**src/rtl/sync_fifo_flags.sv**
```systemverilog
// Single-clock FIFO with occupancy count, almost-full/almost-empty thresholds
// and sticky overflow/underflow flags. All status is registered from count_d.
module sync_fifo_flags #(
   parameter int DSIZE     = 8,
   parameter int ASIZE     = 4,
   parameter int AFULL_TH  = (1 << ASIZE) - 2,
   parameter int AEMPTY_TH = 2
) (
   input  logic             clk,
   input  logic             rst_n,
   input  logic             winc,
   input  logic [DSIZE-1:0] wdata,
   input  logic             rinc,
   input  logic             clr_err,
   output logic             wfull,
   output logic             rempty,
   output logic             walmost_full,
   output logic             ralmost_empty,
   output logic [ASIZE:0]   count,
   output logic [DSIZE-1:0] rdata,
   output logic             overflow,
   output logic             underflow
);

   localparam int DEPTH = 1 << ASIZE;
   localparam logic [ASIZE:0] DEPTH_C  = DEPTH[ASIZE:0];
   localparam logic [ASIZE:0] AFULL_C  = AFULL_TH[ASIZE:0];
   localparam logic [ASIZE:0] AEMPTY_C = AEMPTY_TH[ASIZE:0];
   localparam logic [ASIZE:0] ONE_C    = {{ASIZE{1'b0}}, 1'b1};

   logic [DSIZE-1:0] mem [DEPTH];

   logic [ASIZE:0]   wptr_q, wptr_d;
   logic [ASIZE:0]   rptr_q, rptr_d;
   logic [ASIZE:0]   count_q, count_d;
   logic [DSIZE-1:0] rdata_q, rdata_d;
   logic             wfull_q, wfull_d;
   logic             rempty_q, rempty_d;
   logic             afull_q, afull_d;
   logic             aempty_q, aempty_d;
   logic             ovf_q, ovf_d;
   logic             udf_q, udf_d;
   logic             wr_ok, rd_ok;

   always_comb begin
      rd_ok    = rinc & ~rempty_q;
      // A read in the same cycle frees a slot, so a full FIFO still accepts the write.
      wr_ok    = winc & (~wfull_q | rd_ok);
      wptr_d   = wr_ok ? wptr_q + ONE_C : wptr_q;
      rptr_d   = rd_ok ? rptr_q + ONE_C : rptr_q;
      rdata_d  = rd_ok ? mem[rptr_q[ASIZE-1:0]] : rdata_q;
      count_d  = count_q + {{ASIZE{1'b0}}, wr_ok} - {{ASIZE{1'b0}}, rd_ok};
      wfull_d  = (count_d == DEPTH_C);
      rempty_d = (count_d == '0);
      afull_d  = (count_d >= AFULL_C);
      aempty_d = (count_d <= AEMPTY_C);
      // A new error in the clearing cycle takes priority over clr_err.
      ovf_d    = (ovf_q & ~clr_err) | (winc & wfull_q & ~rd_ok);
      udf_d    = (udf_q & ~clr_err) | (rinc & rempty_q);
   end

   always_ff @(posedge clk) begin
      if (!rst_n) begin
         wptr_q   <= '0;
         rptr_q   <= '0;
         count_q  <= '0;
         rdata_q  <= '0;
         wfull_q  <= 1'b0;
         rempty_q <= 1'b1;
         afull_q  <= 1'b0;
         aempty_q <= 1'b1;
         ovf_q    <= 1'b0;
         udf_q    <= 1'b0;
      end else begin
         wptr_q   <= wptr_d;
         rptr_q   <= rptr_d;
         count_q  <= count_d;
         rdata_q  <= rdata_d;
         wfull_q  <= wfull_d;
         rempty_q <= rempty_d;
         afull_q  <= afull_d;
         aempty_q <= aempty_d;
         ovf_q    <= ovf_d;
         udf_q    <= udf_d;
      end
   end

   // Storage is not reset; writes in a reset cycle are dropped.
   always_ff @(posedge clk) begin
      if (rst_n && wr_ok) begin
         mem[wptr_q[ASIZE-1:0]] <= wdata;
      end
   end

   assign wfull         = wfull_q;
   assign rempty        = rempty_q;
   assign walmost_full  = afull_q;
   assign ralmost_empty = aempty_q;
   assign count         = count_q;
   assign rdata         = rdata_q;
   assign overflow      = ovf_q;
   assign underflow     = udf_q;

endmodule

```
**config.mk**
```make
export PLATFORM = sky130hd
export DESIGN_NAME = sync_fifo_flags
export DESIGN_NICKNAME = d
export VERILOG_FILES = /design/src/rtl/sync_fifo_flags.sv
export SDC_FILE = /design/constraint.sdc
export NUM_CORES = 1
export LEC_CHECK = 0
export CORE_ASPECT_RATIO = 1.5
export CORE_MARGIN = 2
export CORE_UTILIZATION = 40
export DETAILED_ROUTE_END_ITERATION = 8
export PLACE_DENSITY = 0.54
export REMOVE_ABC_BUFFERS = 1
export SETUP_SLACK_MARGIN = 0.4
export SLEW_MARGIN = 20
export SYNTH_ARGS = -nofsm -noshare
export SYNTH_HDL_FRONTEND = slang
export SYNTH_SLANG_ARGS = --single-unit
```
**constraint.sdc**
```tcl
create_clock -name clk -period 4.2 [get_ports clk]
set_input_delay 0.84 -clock clk [delete_from_list [all_inputs] [get_ports clk]]
set_output_delay 0.84 -clock clk [all_outputs]
set_load 0.02 [all_outputs]
```
Yosys cells after proc, flatten, opt, wreduce, memory -nomap -nowiden
Memory sizes are Yosys's and may differ from the RTL's. A register that Yosys moved wholly into a read port is not among the register bits.
Index checks and enable logic that the tools add are counted.
{"block": "totals", "romBits": 0, "out_inout_bits": 19, "latchBits": 0, "ff_bits": 21, "ramBits": 128, "word_cells": 36, "n_memories": 1}
{"name": "mem", "depth": 16, "word_bits": 8, "rd": 1, "rd_clocked_by_memory_dff": 1, "write_ports": 1, "line_no": "31", "text": "logic [DSIZE-1:0] mem [DEPTH];"}
{"block": "op_classes", "n_eq_ne": 1, "multipliers": 0, "reduce_logical": 3, "muxes": 2, "n_bitwise": 14, "div": 0, "magnitude_cmp": 2, "add_sub_neg": 4, "n_shift": 0}
{"operator": "adder 5 x 1 -> 5 bit (second input constant)", "count": 2}
{"operator": "bitwise AND 1 bit", "count": 7}
{"operator": "adder 5 x 1 -> 5 bit", "count": 1}
{"operator": "equality test 5 bit (second input constant)", "count": 1}
{"operator": ">= comparator 5 x 4 -> 1 bit (second input constant)", "count": 1}
{"operator": "<= comparator 5 x 2 -> 1 bit (second input constant)", "count": 1}
{"operator": "zero test 5 bit", "count": 1}
{"operator": "subtractor 5 x 1 -> 5 bit", "count": 1}
{"operator": "inverter 1 bit", "count": 4}
{"operator": "OR 1 bit", "count": 3}
{"operator": "2-to-1 mux 1 bit", "count": 2}
{"operator": "logical AND 1 bit", "count": 1}
{"operator": "zero test 1 bit", "count": 1}

Depth between registers and ports, before layout
{"block": "logic_depth", "depth_word": 7, "depth_mapped": 12, "ltp_nobuf": 11}

Least setup slack after synthesis
No wires, ideal clock.
{"block": "synth_timing", "path_kind": "in2reg", "from": "in rinc", "to": "reg wfull_q, in the netlist wfull", "path_slack_ns": 1.206, "path_buffers": 1, "t_arrival_ns": 2.933, "cell_stages": 11, "setup_time_ns": 0.061, "cell_sequence": "nand2b_1 -> buf_6 -> a21boi_4 -> inv_1 -> ha_1 -> inv_1 -> ha_1 -> fa_1 -> xor2_1 -> or3_1 -> and4bb_1"}
{"block": "synth_via", "elab_chain_len": 6}
{"element": "start: declaration", "line_no": "13", "text": "input logic rinc,"}
{"element": "bitwise AND 1 bit *", "line_no": "46", "text": "rd_ok = rinc & ~rempty_q;"}
{"element": "OR 1 bit", "line_no": "48", "text": "wr_ok = winc & (~wfull_q | rd_ok);"}
{"element": "bitwise AND 1 bit", "line_no": "48"}
{"element": "adder 5 x 1 -> 5 bit", "line_no": "52", "text": "count_d = count_q + {{ASIZE{1'b0}}, wr_ok} - {{ASIZE{1'b0}}, rd_ok};"}
{"element": "subtractor 5 x 1 -> 5 bit *", "line_no": "52"}
{"element": "equality test 5 bit *", "line_no": "53", "text": "wfull_d = (count_d == DEPTH_C);"}
{"element": "end signal: assignment", "line_no": "79", "text": "wfull_q <= wfull_d;"}
{"element": "end: declaration", "line_no": "37", "text": "logic wfull_q, wfull_d;"}
Mark *: on every way between the ends. The rest lies on a longest branch, timed or not.
A chain may end at the register's enable or synchronous reset.

Final worst setup path
{"block": "layout_timing", "from": "in winc", "to": "reg wfull_q, in the netlist wfull"}
{"block": "layout_via", "elab_chain_len": 4}
{"element": "start: declaration", "line_no": "11", "text": "input logic winc,"}
{"element": "bitwise AND 1 bit", "line_no": "48"}
{"element": "adder 5 x 1 -> 5 bit", "line_no": "52"}
{"element": "subtractor 5 x 1 -> 5 bit", "line_no": "52"}
{"element": "equality test 5 bit", "line_no": "53"}
Every way passes these cells.

==> flow_summary.ini <==
[sta]
period_minus_slack_ns = 3.18
setup_violations = 0
fin_crit_sh_pct = 75.7
slew_headroom_pct = 36.8
rsz0062_at_grt = false
finalHoldViolCount = 0
max_clock_freq_mhz = 314
drv_slew = 0
fin_skew_ns = 0.00842
worst_pin_slew_ns = 0.945
tns_ns = 0
setup_slack_ns = 1.02

[final_layout]
num_antenna_cells = 0
seqCellArea_mm2 = 0.00439
fin_nets = 458
fin_cells = 650
areaGrowthSynthToFinish_pct = 16.2
multi_input_area_mm2 = 0.00169
drive_gt1_share_pct = 10.1
num-fill-cells = 1340

[drt]
num_vias = 3348
first_pass_iters = 4
first_iter_violations = 157
wl_per_cell_um = 19.4
vias_per_cell = 5.15
drcViolationCount = 0
drt.antenna.violating_nets = 0
wl_mm = 12.6

[pwr]
switchingPower_mw = 1.03
p_seq_share_pct = 46.2
intPower_mw = 2.93
p_leak_nw = 2.35
powerDensity_mw_per_mm2 = 543
switching_share_pct = 26.1
power_mw = 3.96
pwr-share-comb_pct = 17.6
vdd_drop_max_v = 0.000413
power_frac_clock_pct = 36.2

[setup_path]
r2r_start = rempty
cp.arrival_ns = 3.54
critPathLaunchType = input pin
worstSetupPathType = in2reg
r2r_end = wfull
crit_fanout = 6
reg2reg_slack_ns = 1.52
critPathRequiredTime_ns = 4.56
r2r_cells = 10
end_kind = flip-flop

[grt]
grt_use_total_pct = 16.1
grt_pass1_wl_mm = 19.4
grt_pass1_vias = 3461
antenna_found_initial = 0
grt_max_degree = 51
grt.overflow.total = 0

[cts]
cts_tree = yes
cts_buffers = 17
cts.sinks = 155
htree_levels = 4
post-cts-setup-buffers = 0
insertion_delay_ns = 0.42
clockBufferDepth = 2
cts_hold_buf = 0
root_buffer = clkbuf_16
cts.clk_slew.worst_paths_ns = 0.06
ctsResizeCount = 0

[yosys]
ys.flop_type = edfxtp_1
yosys_warnings = 0
synthTopCellsByArea = edfxtp_1 (61%), mux2i_1 (10%), dfxtp_1 (8.6%)
syn_area_mm2 = 0.00628
ys_top_cells_by_count = edfxtp_1 (128), mux2i_1 (65), a22oi_1 (31), dfxtp_1 (27), nand2_1 (18)
synth_top_area_share_pct = 61.2
synth-seq-cells = 155
synth_cell_types = 41
yosysSeqAreaShare_pct = 69.8
syn_avg_cell_area_um2 = 15.8
synth.most_common_cell = edfxtp_1
yosysTopAreaCell = edfxtp_1
synth_edf_count = 128
ys_async_sr_fraction_pct = 0
synth_cells = 397

[min_path]
hold_path_class = reg2reg
min_from = rdata[6]
hold_depth = 2
min_to = rdata[6]

[place]
dp.cells = 618
gp_congestion = 0.769
dp.final_hpwl_mm = 8.33
post-place-ws_ns = 0.570
io_buffers = 31

[die]
die_y_um = 158
pin_count = 32
dieArea_mm2 = 0.0168
die_w_um = 106
start_util_pct = 40.6
num_rows = 56
core_mm2 = 0.0155

[status]
outcome = complete, no violations

[flow_run]
max_cap_violations = 0
-- critical path: stages --
cell	delay, ns
clkdlybuf4s50_1	0.59
a21boi_4	0.31
inv_1	0.07
ha_1	0.27
inv_1	0.04
ha_1	0.19
fa_1	0.41
xor2_1	0.20
or3_1	0.35
and4bb_1	0.28
-- worst max-delay path by stage --
stage	slack, ns	startpoint	cells after the start	endpoint
after floorplan	1.05	rptr_q[1]	4	rdata[0]
after global placement	0.67	winc	10	wfull
after detailed placement	0.57	winc	10	wfull
after CTS	1.00	winc	10	wfull
after global routing	0.91	winc	10	wfull
final	1.02	winc	10	wfull
-- cells by family after synthesis --
| family | Yosys count | share of synthesized area, % |
|---|---|---|
| AND/OR/NAND/NOR | 74 | 6.11 |
| AO/OA/AOI/OAI | 51 | 6.61 |
| buffers and inverters | 31 | 3.46 |
| flip-flops | 155 | 69.8 |
| XOR/XNOR | 10 | 1.39 |
| adder cells (fa/ha/maj) | 11 | 2.31 |
| multiplexers | 65 | 10.4 |
-- layout by cell type (no fill, tap or decap), types with 4 or more instances in the layout --
master / instances
a22oi_1: 31
a32oi_1: 8
and2_1: 13
buf_4: 7
clkbuf_16: 17
clkdlybuf4s50_1: 31
clkinv_2: 4
dfxtp_1: 26
edfxtp_1: 128
ha_1: 10
inv_1: 10
mux2i_1: 65
nand2_1: 18
nand3_1: 9
nor2_1: 16
nor2b_1: 4
xnor2_1: 9
-- sequential cells by signal, summed over array words and instances (netlist names) --
register       flops
mem              128
rdata              8
count              5
rptr_q             4
wptr_q             4
overflow           1
ralmost_empty      1
rempty             1
underflow          1
walmost_full       1
wfull              1
-- final cells by class --
class / count / area share [%]
clock inverter: 10 / 1.27
tap: 203 / 3.48
inverter: 11 / 0.600
sequential: 155 / 60.1
clock buffer: 22 / 6.50
timing repair buffer: 38 / 4.97
multi-input combinational: 211 / 23.1
-- metrics by stage --
| stage | cell area (µm²) | hold slack, ns | utilization, % |
|---|---|---|---|
| after floorplan | 6110 | 0.535 | - |
| after global placement | 6730 | 0.454 | 43.5 |
| after detailed placement | 6730 | 0.453 | 43.5 |
| after CTS | 7300 | 0.467 | 47.1 |
| after global routing | 7300 | 0.479 | 47.1 |
| final | 7300 | 0.457 | 47.1 |
-- power by group through the flow --
stage          sequential, mW  clock (mW)  combinational, mW
3_5_place_dp             1.86           0              0.706
4_1_cts                  1.83        1.46              0.707
3_3_place_gp             1.87           0              0.686
5_1_grt                  1.84        1.53              0.766
2_1_floorplan            1.91           0              0.390
6_report                 1.83        1.44              0.696
-- layer usage --
metal	GRT usage, %	vias to the layer above	part of all wire [%]
met5	0	-	0
met4	4.89	0	1.5
met3	4.10	14	3.6
met2	29.2	82	54
met1	18.7	1665	40
li1	-	1587	-
Note: power is estimated with default switching activity, not from simulation.
